File: src/rtl/cnt_gate_pkg.sv
// Shared types and constants for the multi-channel count-gate controller.
package cnt_gate_pkg;

    localparam int ST_W = 2;

    // Encodings are visible on s_out and must stay fixed.
    typedef enum logic [ST_W-1:0] {
        ST_IDLE = 2'b10,
        ST_ARM  = 2'b00,
        ST_RUN  = 2'b01,
        ST_HOLD = 2'b11
    } state_t;

    function automatic logic st_is_wait(input state_t st);
        logic res;
        case (st)
            ST_ARM:  res = 1'b1;
            ST_HOLD: res = 1'b1;
            default: res = 1'b0;
        endcase
        return res;
    endfunction

endpackage

File: src/rtl/cnt_gate_ch.sv
// One count-gate channel: optional input synchroniser, qualify/release FSM, delay timer, event tally.
// Optional feature: CNT_GATE_SYNC_EN adds a 2-flop synchroniser on count (+2 cycles latency).
module cnt_gate_ch
    import cnt_gate_pkg::*;
#(
    parameter int DLY_W = 21,
    parameter int EVT_W = 8
) (
    input  logic             clk,
    input  logic             rst,
    input  logic             count,
    input  logic             mode,
    input  logic [DLY_W-1:0] dly_lim,
    input  logic             clr,
    output logic             cnt,
    output logic [EVT_W-1:0] evt,
    output logic [ST_W-1:0]  state
);

    localparam logic [DLY_W-1:0] DLY_ZERO = {DLY_W{1'b0}};
    localparam logic [DLY_W-1:0] DLY_ONE  = {{(DLY_W-1){1'b0}}, 1'b1};
    localparam logic [EVT_W-1:0] EVT_ZERO = {EVT_W{1'b0}};
    localparam logic [EVT_W-1:0] EVT_ONE  = {{(EVT_W-1){1'b0}}, 1'b1};
    localparam logic [EVT_W-1:0] EVT_MAX  = {EVT_W{1'b1}};

    // Clear wins first, so clear plus increment on one edge leaves a count of one.
    function automatic logic [EVT_W-1:0] evt_update(
        input logic [EVT_W-1:0] cur,
        input logic             inc,
        input logic             clear
    );
        logic [EVT_W-1:0] res;
        if (clear) begin
            res = inc ? EVT_ONE : EVT_ZERO;
        end else if (inc && (cur != EVT_MAX)) begin
            res = cur + EVT_ONE;
        end else begin
            res = cur;
        end
        return res;
    endfunction

    logic             count_s;
    state_t           state_r;
    state_t           state_nxt_s;
    logic [DLY_W-1:0] dly_r;
    logic [DLY_W-1:0] dly_nxt_s;
    logic             dly_ovf_s;
    logic             evt_inc_s;
    logic [EVT_W-1:0] evt_r;
    logic [EVT_W-1:0] evt_nxt_s;
    logic             cnt_r;
    logic             cnt_nxt_s;

`ifdef CNT_GATE_SYNC_EN
    logic [1:0] sync_r;

    // Two-stage synchroniser for the asynchronous request level.
    always_ff @(posedge clk or posedge rst) begin
        if (rst) begin
            sync_r <= 2'b00;
        end else begin
            sync_r <= {sync_r[0], count};
        end
    end

    assign count_s = sync_r[1];
`else
    assign count_s = count;
`endif

    // >= rather than == so a lowered limit mid-wait can never strand the channel.
    assign dly_ovf_s = (dly_r >= dly_lim);

    // Next-state selection; request level takes priority over timer expiry.
    always_comb begin
        state_nxt_s = state_r;
        evt_inc_s   = 1'b0;
        case (state_r)
            ST_IDLE: begin
                if (count_s) begin
                    state_nxt_s = ST_ARM;
                end else begin
                    state_nxt_s = ST_IDLE;
                end
            end
            ST_ARM: begin
                if (!count_s) begin
                    state_nxt_s = ST_IDLE;
                end else if (dly_ovf_s) begin
                    state_nxt_s = ST_RUN;
                    evt_inc_s   = 1'b1;
                end else begin
                    state_nxt_s = ST_ARM;
                end
            end
            ST_RUN: begin
                if (!count_s) begin
                    state_nxt_s = ST_HOLD;
                end else begin
                    state_nxt_s = ST_RUN;
                end
            end
            ST_HOLD: begin
                if (count_s) begin
                    state_nxt_s = ST_RUN;
                end else if (dly_ovf_s) begin
                    state_nxt_s = ST_IDLE;
                end else begin
                    state_nxt_s = ST_HOLD;
                end
            end
            default: begin
                state_nxt_s = ST_IDLE;
            end
        endcase
    end

    // Delay timer, gate level and event tally for the upcoming cycle.
    always_comb begin
        dly_nxt_s = DLY_ZERO;
        cnt_nxt_s = 1'b0;
        if (state_nxt_s != state_r) begin
            dly_nxt_s = DLY_ZERO;
        end else if (st_is_wait(state_r)) begin
            dly_nxt_s = dly_r + DLY_ONE;
        end else begin
            dly_nxt_s = DLY_ZERO;
        end
        // Pulse mode only fires on the ARM->RUN entry, never on HOLD->RUN.
        case (state_nxt_s)
            ST_RUN:  cnt_nxt_s = mode ? (state_r == ST_ARM) : 1'b1;
            ST_HOLD: cnt_nxt_s = ~mode;
            default: cnt_nxt_s = 1'b0;
        endcase
        evt_nxt_s = evt_update(evt_r, evt_inc_s, clr);
    end

    // Channel state registers.
    always_ff @(posedge clk or posedge rst) begin
        if (rst) begin
            state_r <= ST_IDLE;
            dly_r   <= DLY_ZERO;
            evt_r   <= EVT_ZERO;
            cnt_r   <= 1'b0;
        end else begin
            state_r <= state_nxt_s;
            dly_r   <= dly_nxt_s;
            evt_r   <= evt_nxt_s;
            cnt_r   <= cnt_nxt_s;
        end
    end

    assign cnt   = cnt_r;
    assign evt   = evt_r;
    assign state = state_r;

endmodule

File: src/rtl/cnt_gate_ctrl.sv
// Multi-channel debounced count-gate controller; one independent cnt_gate_ch per channel.
// Optional feature: CNT_GATE_SYNC_EN (input synchroniser inside each channel).
module cnt_gate_ctrl
    import cnt_gate_pkg::*;
#(
    parameter int NUM_CH = 4,
    parameter int DLY_W  = 21,
    parameter int EVT_W  = 8
) (
    input  logic                    clk,
    input  logic                    rst,
    input  logic [NUM_CH-1:0]       count,
    input  logic                    mode,
    input  logic [DLY_W-1:0]        dly_lim,
    input  logic                    clr,
    output logic [NUM_CH-1:0]       cnt,
    output logic [NUM_CH*EVT_W-1:0] evt,
    output logic [ST_W*NUM_CH-1:0]  s_out
);

    // Global controls fan out unchanged; there is no cross-channel interaction.
    for (genvar ch_g = 0; ch_g < NUM_CH; ch_g++) begin : g_ch
        cnt_gate_ch #(
            .DLY_W (DLY_W),
            .EVT_W (EVT_W)
        ) u_ch (
            .clk     (clk),
            .rst     (rst),
            .count   (count[ch_g]),
            .mode    (mode),
            .dly_lim (dly_lim),
            .clr     (clr),
            .cnt     (cnt[ch_g]),
            .evt     (evt[ch_g*EVT_W +: EVT_W]),
            .state   (s_out[ch_g*ST_W +: ST_W])
        );
    end

endmodule
File: config.mk
export PLATFORM = sky130hd
export DESIGN_NAME = cnt_gate_ctrl
export DESIGN_NICKNAME = d
export VERILOG_FILES = /design/src/rtl/cnt_gate_pkg.sv /design/src/rtl/cnt_gate_ch.sv /design/src/rtl/cnt_gate_ctrl.sv
export SDC_FILE = /design/constraint.sdc
export NUM_CORES = 1
export LEC_CHECK = 0
export ABC_AREA = 1
export CAP_MARGIN = 5
export CELL_PAD_IN_SITES_DETAIL_PLACEMENT = 1
export CELL_PAD_IN_SITES_GLOBAL_PLACEMENT = 1
export CORE_UTILIZATION = 48
export CTS_CLUSTER_SIZE = 30
export DETAILED_ROUTE_END_ITERATION = 10
export PLACE_DENSITY_LB_ADDON = 0.15
export REMOVE_ABC_BUFFERS = 1
export SLEW_MARGIN = 10
export SYNTH_ARGS = -nofsm -noshare
export SYNTH_HDL_FRONTEND = slang
export SYNTH_SLANG_ARGS = --single-unit
File: constraint.sdc
create_clock -name clk -period 10.6 [get_ports clk]
set_clock_uncertainty 0.1 [all_clocks]
set_input_delay 2.12 -clock clk [delete_from_list [all_inputs] [get_ports clk]]
set_output_delay 2.12 -clock clk [all_outputs]
set_load 0.03 [all_outputs]
Yosys cells after proc, flatten, opt, wreduce, memory -nomap -nowiden:

Cells that the tools add are included.

* register bits after elaboration: 128
* logic and storage cells: 149

* add/subtract/negate cells: 8
* equal/unequal tests: 28
* reduce and logical (&&, ||, !) cells: 16
* bitwise logic cells: 1
* mux-type cells: 76
* $lt $le $gt $ge: 4

Operators by type and width (count)
* $mux 21: 8
* $add 21x1->21 const B: 4
* $ge 21x21->1: 4
* $mux 8: 8
* $mux 1: 36
* $add 8x1->8 const B: 4
* $mux 2: 16
* $ne 8x8->1 const B: 4
* $pmux 2 s4: 4
* $eq 2x2->1 const B: 12
* $eq 2x1->1 const B: 8
* $logic_not 2->1: 4
* $ne 2x2->1: 4
* $pmux 1 s2: 4
* $reduce_bool 2->1: 4
* $reduce_or 2->1: 4
* $logic_and 1x1->1: 4
* $not 1->1: 1

Depth between registers and ports, before layout:

Gate-level depths: netlist (run 1).

* word-level depth: 8
* depth in mapped cells: 18

Modules after synthesis:

A second synthesis (run 1) with hierarchy kept.

* cell total of the unflattened synthesis: 1339
* area total of the unflattened synthesis: 9823.2 um^2

By module, submodules not included
* cnt_gate_ch (g_ch[0].u_ch ...): times used 3, cells an instance 332, area each 2454.9 um^2, seq. area each 802.0 um^2
* cnt_gate_ch (g_ch[1].u_ch): times used 1, cells an instance 343, area each 2458.6 um^2, seq. area each 802.0 um^2

Worst setup path before layout (run 1):

OpenSTA, ideal clock, no wires.

* path kind: input port to flip-flop
* from: input dly_lim[16]
* to: register g_ch[1].u_ch.dly_r[11]
* setup slack: 6740 ps
* library setup time: 122 ps
* arrival: 3638 ps
* cell stages on the path: 15
* cell sequence: inv_1 -> ha_1 -> nand2_1 -> inv_1 -> nand2_1 -> nand2_1 -> a21oi_1 -> nand4_2 -> a21oi_1 -> nand2_1 -> nand2_2 -> nand2_2 -> nand3_2 -> buf_6 -> nor2_1

* cells in the longest elaborated chain, start to end: 6

Ends and longest elaborated chain
* start, declared: RTL line cnt_gate_ctrl.sv:14 `input logic [DLY_W-1:0] dly_lim,`
* $ge 21x21->1 (*): RTL line cnt_gate_ch.sv:73 `assign dly_ovf_s = (dly_r >= dly_lim);`
* $mux 1 (on tied branches): RTL line cnt_gate_ch.sv:107, cnt_gate_ch.sv:90
* $mux 2 (on tied branches): RTL line cnt_gate_ch.sv:105, cnt_gate_ch.sv:88
* $pmux 2 s4 (*): RTL line cnt_gate_ch.sv:79 `case (state_r)`
* $ne 2x2->1 (*): RTL line cnt_gate_ch.sv:123 `if (state_nxt_s != state_r) begin`
* $mux 21 (*): RTL line cnt_gate_ch.sv:123
* net g_ch[1].u_ch.dly_nxt_s[11]: RTL line cnt_gate_ch.sv:47 `logic [DLY_W-1:0] dly_nxt_s;`
* end signal, assigned: RTL line cnt_gate_ch.sv:148 `dly_r <= dly_nxt_s;`
* end, declared: RTL line cnt_gate_ch.sv:46 `logic [DLY_W-1:0] dly_r;`

The timed path passes the listed nets; every way through them passes the cells marked *.
A chain may end at the register's enable or synchronous reset.

Worst setup path in the final report (run 1):

* from: input dly_lim[20]
* to: register g_ch[3].u_ch.dly_r[17]

* cells in the longest elaborated chain, start to end: 6

Ends and longest elaborated chain (RTL line)
* $ge 21x21->1 (*): cnt_gate_ch.sv:73
* $mux 1 (on tied branches): cnt_gate_ch.sv:107, cnt_gate_ch.sv:90
* $mux 2 (on tied branches): cnt_gate_ch.sv:105, cnt_gate_ch.sv:88
* $pmux 2 s4 (*): cnt_gate_ch.sv:79
* $ne 2x2->1 (*): cnt_gate_ch.sv:123
* $mux 21 (*): cnt_gate_ch.sv:123
* net g_ch[3].u_ch.dly_nxt_s[17]: cnt_gate_ch.sv:47
* end signal, assigned: cnt_gate_ch.sv:148
* end, declared: cnt_gate_ch.sv:46

Marks and branches as above.

==> results of run 1 <==
## logic make-up (layout without fill, tap and decap cells)
family | after synthesis | count (layout) | synth area share (%)
adders and majority gates | 108 | 108 | 14.1
DFF | 128 | 128 | 33.4
xor gates and xnor gates | 9 | 9 | 0.820
AOI/OAI and AO/OA | 161 | 161 | 9.59
and+or+nand+nor | 665 | 665 | 33.0
buffers and inverters | 214 | 297 | 9.19
## final cells by class
class                           count  area share (%)
Multi-Input combinational cell    943            49.6
Sequential cell                   128            28.8
Timing Repair Buffer               73            6.54
Inverter                          192            6.52
Clock buffer                       19            3.98
Tap cell                          265            2.98
Clock inverter                     13            1.60
## metal layers
metal	part of all wire, %	wire length [um]	track usage (%)	vias to the layer above
li1	-	-	-	4340
met1	46	13100	38.2	4365
met2	48	13800	50.6	157
met3	3.3	945	4.83	38
met4	2.2	611	8.85	0
met5	0	0	0	-
## flip-flops by register name, summed over array words and instances, names as in the netlist
name	flops
g_ch.u_ch.cnt	4
g_ch.u_ch.dly_r	84
g_ch.u_ch.state	8
g_ch.u_ch.evt	32
## final timing paths
check                                            start                     end
min in group asynchronous                          rst     g_ch[1].u_ch.evt[2]
max in group asynchronous                          rst  g_ch[0].u_ch.dly_r[16]
worst max register to register  g_ch[3].u_ch.dly_r[16]  g_ch[3].u_ch.dly_r[17]
worst min register to register     g_ch[0].u_ch.evt[5]     g_ch[0].u_ch.evt[5]
worst min-delay path               g_ch[0].u_ch.evt[5]     g_ch[0].u_ch.evt[5]
worst max-delay path                       dly_lim[20]  g_ch[3].u_ch.dly_r[17]
## layout by cell type, fill, tap and decap left out, types with 10 or more instances in the layout
| cell type | synthesis | layout |
|---|---|---|
| nand4_1 | 31 | 31 |
| clkdlybuf4s50_1 | 0 | 72 |
| dfrtp_1 | 124 | 124 |
| clkbuf_16 | 0 | 17 |
| nor2_1 | 129 | 129 |
| nand3_2 | 17 | 17 |
| nor2_2 | 59 | 59 |
| nand3_1 | 76 | 76 |
| ha_1 | 108 | 108 |
| inv_1 | 181 | 180 |
| a21oi_1 | 70 | 70 |
| nand2_1 | 284 | 284 |
| nor3_1 | 25 | 25 |
| o211ai_1 | 10 | 10 |
| o21ai_0 | 44 | 44 |
## report_power, final
part / total [mW] / internal [mW] / switching [mW]
logic: 0.133 / 0.0395 / 0.0938
clock network: 0.635 / 0.382 / 0.253
registers: 0.502 / 0.495 / 0.00681
total: 1.27 / 0.916 / 0.354
## metrics by stage
stage          worst slack [ps]  instance area [um2]  hold WS (ps)  total power, mW
3_3_place_gp               5550                10500           402            0.638
4_1_cts                    5840                11100           435             1.28
3_5_place_dp               5440                10500           420            0.644
6_report                   5820                11100           424             1.27
5_1_grt                    5560                11100           487             1.32
2_1_floorplan              4970                 9450           430            0.592
## worst max-delay path: cells and delay by family
kind	cells	cell delay, ps
adders and majority gates	1	360
buffers and inverters	3	620
AOI/OAI and AO/OA	2	400
and+or+nand+nor	8	1490
==> impl_metrics.py, run 1 <==
metrics = {
    "run_status": {
        "outcome": "completed",
    },
    "placed_design": {
        "dp.cells": 1601,
        "port_buffers": 72,
        "place.gp.congestion": 0.842,
        "hpwl_um": 21000,
    },
    "pwr": {
        "total_leakage_power_nw": 5.34,
        "powerDensity_mw_per_mm2": 114,
        "vdd_drop_max_uv": 91.4,
    },
    "worst_setup_path": {
        "cp_common_cell": "nand2_1",
        "critPathRequiredTime_ps": 10830,
        "slowest_delay_ps": 540,
        "crit_fanout": 21,
        "path_cells": "clkdlybuf4s50_1 > inv_1 > ha_1 > nand2_1 > inv_1 > nand2_1 > nand2_1 > a21oi_1 > nand4_2 > a21oi_1 > nand2_1 > nand3_1 > nand3_2 > nor2_1",
        "cp_slowest_cell": "nand3_2",
        "path_class": "in2reg",
        "r2r_slack_ps": 7650,
        "start_kind": "input port",
        "cp-end-kind": "flip-flop",
        "arrival_ps": 5010,
        "r2r_cells": 12,
    },
    "floorplanning": {
        "die_h_um": 144,
        "die_w_um": 144,
        "core_area_mm2": 0.0195,
        "initial_core_util_pct": 49.2,
        "rows": 51,
        "dieArea_mm2": 0.0206,
        "io_pins": 73,
    },
    "finish": {
        "synthToLayoutAreaGrowth_pct": 15.8,
        "multi_input_area_mm2": 0.00552,
        "seqCellArea_mm2": 0.00321,
        "drive_gt1_share_pct": 11.5,
        "diodes": 0,
        "final_cells": 1633,
        "nFillCells": 2539,
        "final_util_pct": 57.0,
        "final_nets": 1492,
    },
    "clock_tree": {
        "ctsHoldBuffers": 0,
        "htreeDepth": 4,
        "clk_latency_ps": 430,
        "clockRootBuffer": "clkbuf_16",
        "cts_setup_buffers": 0,
        "cts_buffers": 17,
        "cts_tree": "done",
        "cts.path.max_buffers": 2,
        "cts_resized": 0,
        "cts.sinks": 128,
        "clk_pin_slew_ps": 70,
    },
    "logic_synthesis": {
        "synth_edf_count": 0,
        "synth_common_cells": "nand2_1, inv_1, nor2_1",
        "yosysMostFrequentCell": "nand2_1",
        "synthCells": 1285,
        "synth.avg_cell_area_um2": 7.48,
        "ys_warn_count": 0,
        "synth_top_area_share_pct": 32.3,
        "yosysSeqAreaShare_pct": 33.4,
        "synth_flop_cell": "dfrtp_1",
        "synthTopCellsByArea": "dfrtp_1, ha_1, nand2_1",
        "synth-seq-cells": 128,
        "synth-async-reset-ratio_pct": 100,
        "synth_cell_types": 42,
        "synth_area_leader_cell": "dfrtp_1",
        "netlist_area_mm2": 0.00961,
    },
    "global_route": {
        "grt_util_all_layers_pct": 29.6,
        "grt_pass1_vias": 9158,
        "grt_remaining_overflow": 0,
        "antenna_found_initial": 0,
        "grt_max_degree": 82,
        "grt_pass1_wl_um": 46800,
    },
    "flow_run": {
        "drv_cap": 0,
    },
    "hold_path": {
        "worstHoldPathType": "reg2reg",
        "holdPathStages": 2,
    },
    "timing": {
        "rsz0062_at_grt": "no",
        "setup_viol": 0,
        "period_share_pct": 45.1,
        "period_needed_ps": 4780,
        "hold_viol_final": 0,
        "clock.fmax_mhz": 209,
        "worstMarginPinSlew_ps": 783,
        "slew_viol_final": 0,
        "setup_tns_ps": 0,
        "slew_headroom_pct": 47.7,
    },
    "route": {
        "ant_nets": 0,
        "drc": 0,
        "vias_per_cell": 5.45,
        "wl_per_cell_um": 17.4,
        "first_iter_violations": 373,
        "wl_um": 28400,
        "num_vias": 8900,
        "drt_first_pass_iters": 5,
    },
}
No activity file was read; power rests on OpenSTA's default activity.
==> run 2, diff against run 1 <==
--- a/config.mk
+++ b/config.mk
@@ -9,7 +9,7 @@
 export CAP_MARGIN = 5
 export CELL_PAD_IN_SITES_DETAIL_PLACEMENT = 1
 export CELL_PAD_IN_SITES_GLOBAL_PLACEMENT = 1
-export CORE_UTILIZATION = 48
+export CORE_UTILIZATION = 40
 export CTS_CLUSTER_SIZE = 30
 export DETAILED_ROUTE_END_ITERATION = 10
 export PLACE_DENSITY_LB_ADDON = 0.15
==> constraint.sdc (replaced) <==
create_clock -name clk -period 4.15 [get_ports clk]
set_clock_uncertainty 0.1 [all_clocks]
set_input_delay 0.83 -clock clk [delete_from_list [all_inputs] [get_ports clk]]
set_output_delay 0.83 -clock clk [all_outputs]
set_load 0.03 [all_outputs]
==> run 2 against run 1 <==
Effect of this change:
- die area grew 20%
- clock-buffer cell count shrank 2
- worst setup slack lost 5000 ps
- core utilization shrank 9.2 points
- power grew 150%
- via count shrank 2.1%
- critical path type unchanged
- critical endpoint is now g_ch[3].u_ch.dly_r[2]
- largest cell class unchanged
==> impl_metrics.py, run 2 (synthesis gave the netlist of run 1 again) <==
metrics = {
    "timing": {
        "period_share_pct": 80.4,
        "fin_ws_ps": 814,
        "worstMarginPinSlew_ps": 574,
        "hold_viol_final": 0,
        "setup_viol": 0,
        "clock.fmax_mhz": 300,
        "slew_headroom_pct": 61.7,
        "period_needed_ps": 3340,
        "rsz0062_at_grt": "no",
        "hold_slack_ps": 425,
        "setup_tns_ps": 0,
        "slew_viol_final": 0,
    },
    "finish": {
        "final_cells": 1692,
        "final_nets": 1498,
        "layout_commonest_cell": "nand2_1",
        "seqCellArea_mm2": 0.00321,
        "synthToLayoutAreaGrowth_pct": 17.0,
        "nFillCells": 2950,
        "drive_gt1_share_pct": 11.9,
        "largest_register_ffs": 84,
        "final_util_pct": 47.8,
        "multi_input_area_mm2": 0.00552,
        "final_cell_mix": "nand2_1, inv_1, nor2_1",
        "diodes": 0,
        "largest_register": "g_ch.u_ch.dly_r",
    },
    "route": {
        "num_vias": 8713,
        "ant_nets": 0,
        "first_iter_violations": 327,
        "wl_per_cell_um": 16.4,
        "drc": 0,
        "drt_first_pass_iters": 5,
        "vias_per_cell": 5.15,
        "wl_um": 27700,
    },
    "floorplanning": {
        "core_area_mm2": 0.0235,
        "initial_core_util_pct": 40.8,
        "dieArea_mm2": 0.0247,
        "io_pins": 73,
        "die_w_um": 157,
        "rows": 56,
        "die_h_um": 157,
    },
    "clock_tree": {
        "ctsHoldBuffers": 0,
        "cts_tree": "done",
        "cts_setup_buffers": 0,
        "cts_resized": 0,
        "clockRootBuffer": "clkbuf_16",
        "clk_pin_slew_ps": 60,
        "htreeDepth": 4,
        "cts.sinks": 128,
        "clk_latency_ps": 430,
        "cts.path.max_buffers": 2,
        "cts_buffers": 17,
    },
    "worst_setup_path": {
        "arrival_ps": 3590,
        "path_class": "in2reg",
        "slowest_delay_ps": 460,
        "cp_common_cell": "nand2_1",
        "start_kind": "input port",
        "path_cells": "clkdlybuf4s50_1 > inv_1 > ha_1 > nand2_1 > inv_1 > nand2_1 > nand2_1 > a21oi_1 > nand4_2 > a21oi_1 > nand2_1 > nand3_1 > nand3_2 > buf_12 > nor2_2",
        "cp-end-kind": "flip-flop",
        "crit_fanout": 12,
        "critPathRequiredTime_ps": 4410,
        "cp_slowest_cell": "clkdlybuf4s50_1",
    },
    "placed_design": {
        "dp.cells": 1661,
        "place.gp.congestion": 0.808,
        "pre_cts_ws_ps": 340,
        "hpwl_um": 21400,
        "port_buffers": 72,
    },
    "flow_run": {
        "drv_cap": 0,
    },
    "hold_path": {
        "worstHoldPathType": "reg2reg",
    },
    "global_route": {
        "grt_pass1_wl_um": 46500,
        "grt_remaining_overflow": 0,
        "grt_pass1_vias": 9200,
        "grt_max_degree": 56,
        "antenna_found_initial": 0,
        "grt_util_all_layers_pct": 24.3,
    },
    "pwr": {
        "vdd_drop_max_uv": 212,
        "powerDensity_mw_per_mm2": 281,
        "total_leakage_power_nw": 5.37,
    },
    "run_status": {
        "outcome": "completed",
    },
}
## run 2: cell count changes in the layout (fill, tap and decap cells not counted), sizes merged
cell,before,now
clkbuf,19,17
bufinv,3,2
clkinv,6,7
buf,1,7
inv,194,195
## run 2: routing by layer
metal | share of wire (%) | track usage (%)
met3 | 2.5 | 3.47
met4 | 1.5 | 6.24
met2 | 49 | 42.6
met5 | 0 | 0
met1 | 47 | 31.1
## run 2: layout make-up
class                   instances  share of cell area, %
flip-flops and latches        128                   28.5
clock inverters                14                   1.40
well taps                     319                   3.55
clock buffers                  17                   3.78
repair buffers                 79                   7.21
inverters                     192                   6.45
multi-input cells             943                   49.1
## run 2: per-stage QoR
stage	power (mW)	area (um2)
floorplan	1.51	9450
global placement	1.66	10700
finish	3.17	11200
CTS	3.22	11200
global route	3.31	11200
detailed placement	1.67	10700
## run 2: final timing paths
check / start / end / slack, ps / cells past startpoint
max: dly_lim[16] / g_ch[3].u_ch.dly_r[2] / 810 / 15
min reg2reg: g_ch[1].u_ch.evt[7] / g_ch[1].u_ch.evt[7] / 420 / 2
min: g_ch[1].u_ch.evt[7] / g_ch[1].u_ch.evt[7] / 420 / 2
min in group asynchronous: rst / g_ch[2].u_ch.state[0] / 750 / 2
max reg2reg: g_ch[0].u_ch.dly_r[12] / g_ch[0].u_ch.dly_r[9] / 1300 / 16
max in group asynchronous: rst / g_ch[0].u_ch.state[1] / 2450 / 3
## run 2: power by group
group          switching (mW)  internal, mW
clock network           0.632         0.893
logic                   0.245         0.115
registers              0.0179          1.26
## run 2: worst max-delay path, delay by kind of cell
kind | cells | cell delay [ps]
AND/OR/NAND/NOR | 8 | 1080
buffers and inverters | 4 | 910
AO/OA/AOI/OAI | 2 | 400
adder cells (fa/ha/maj) | 1 | 350
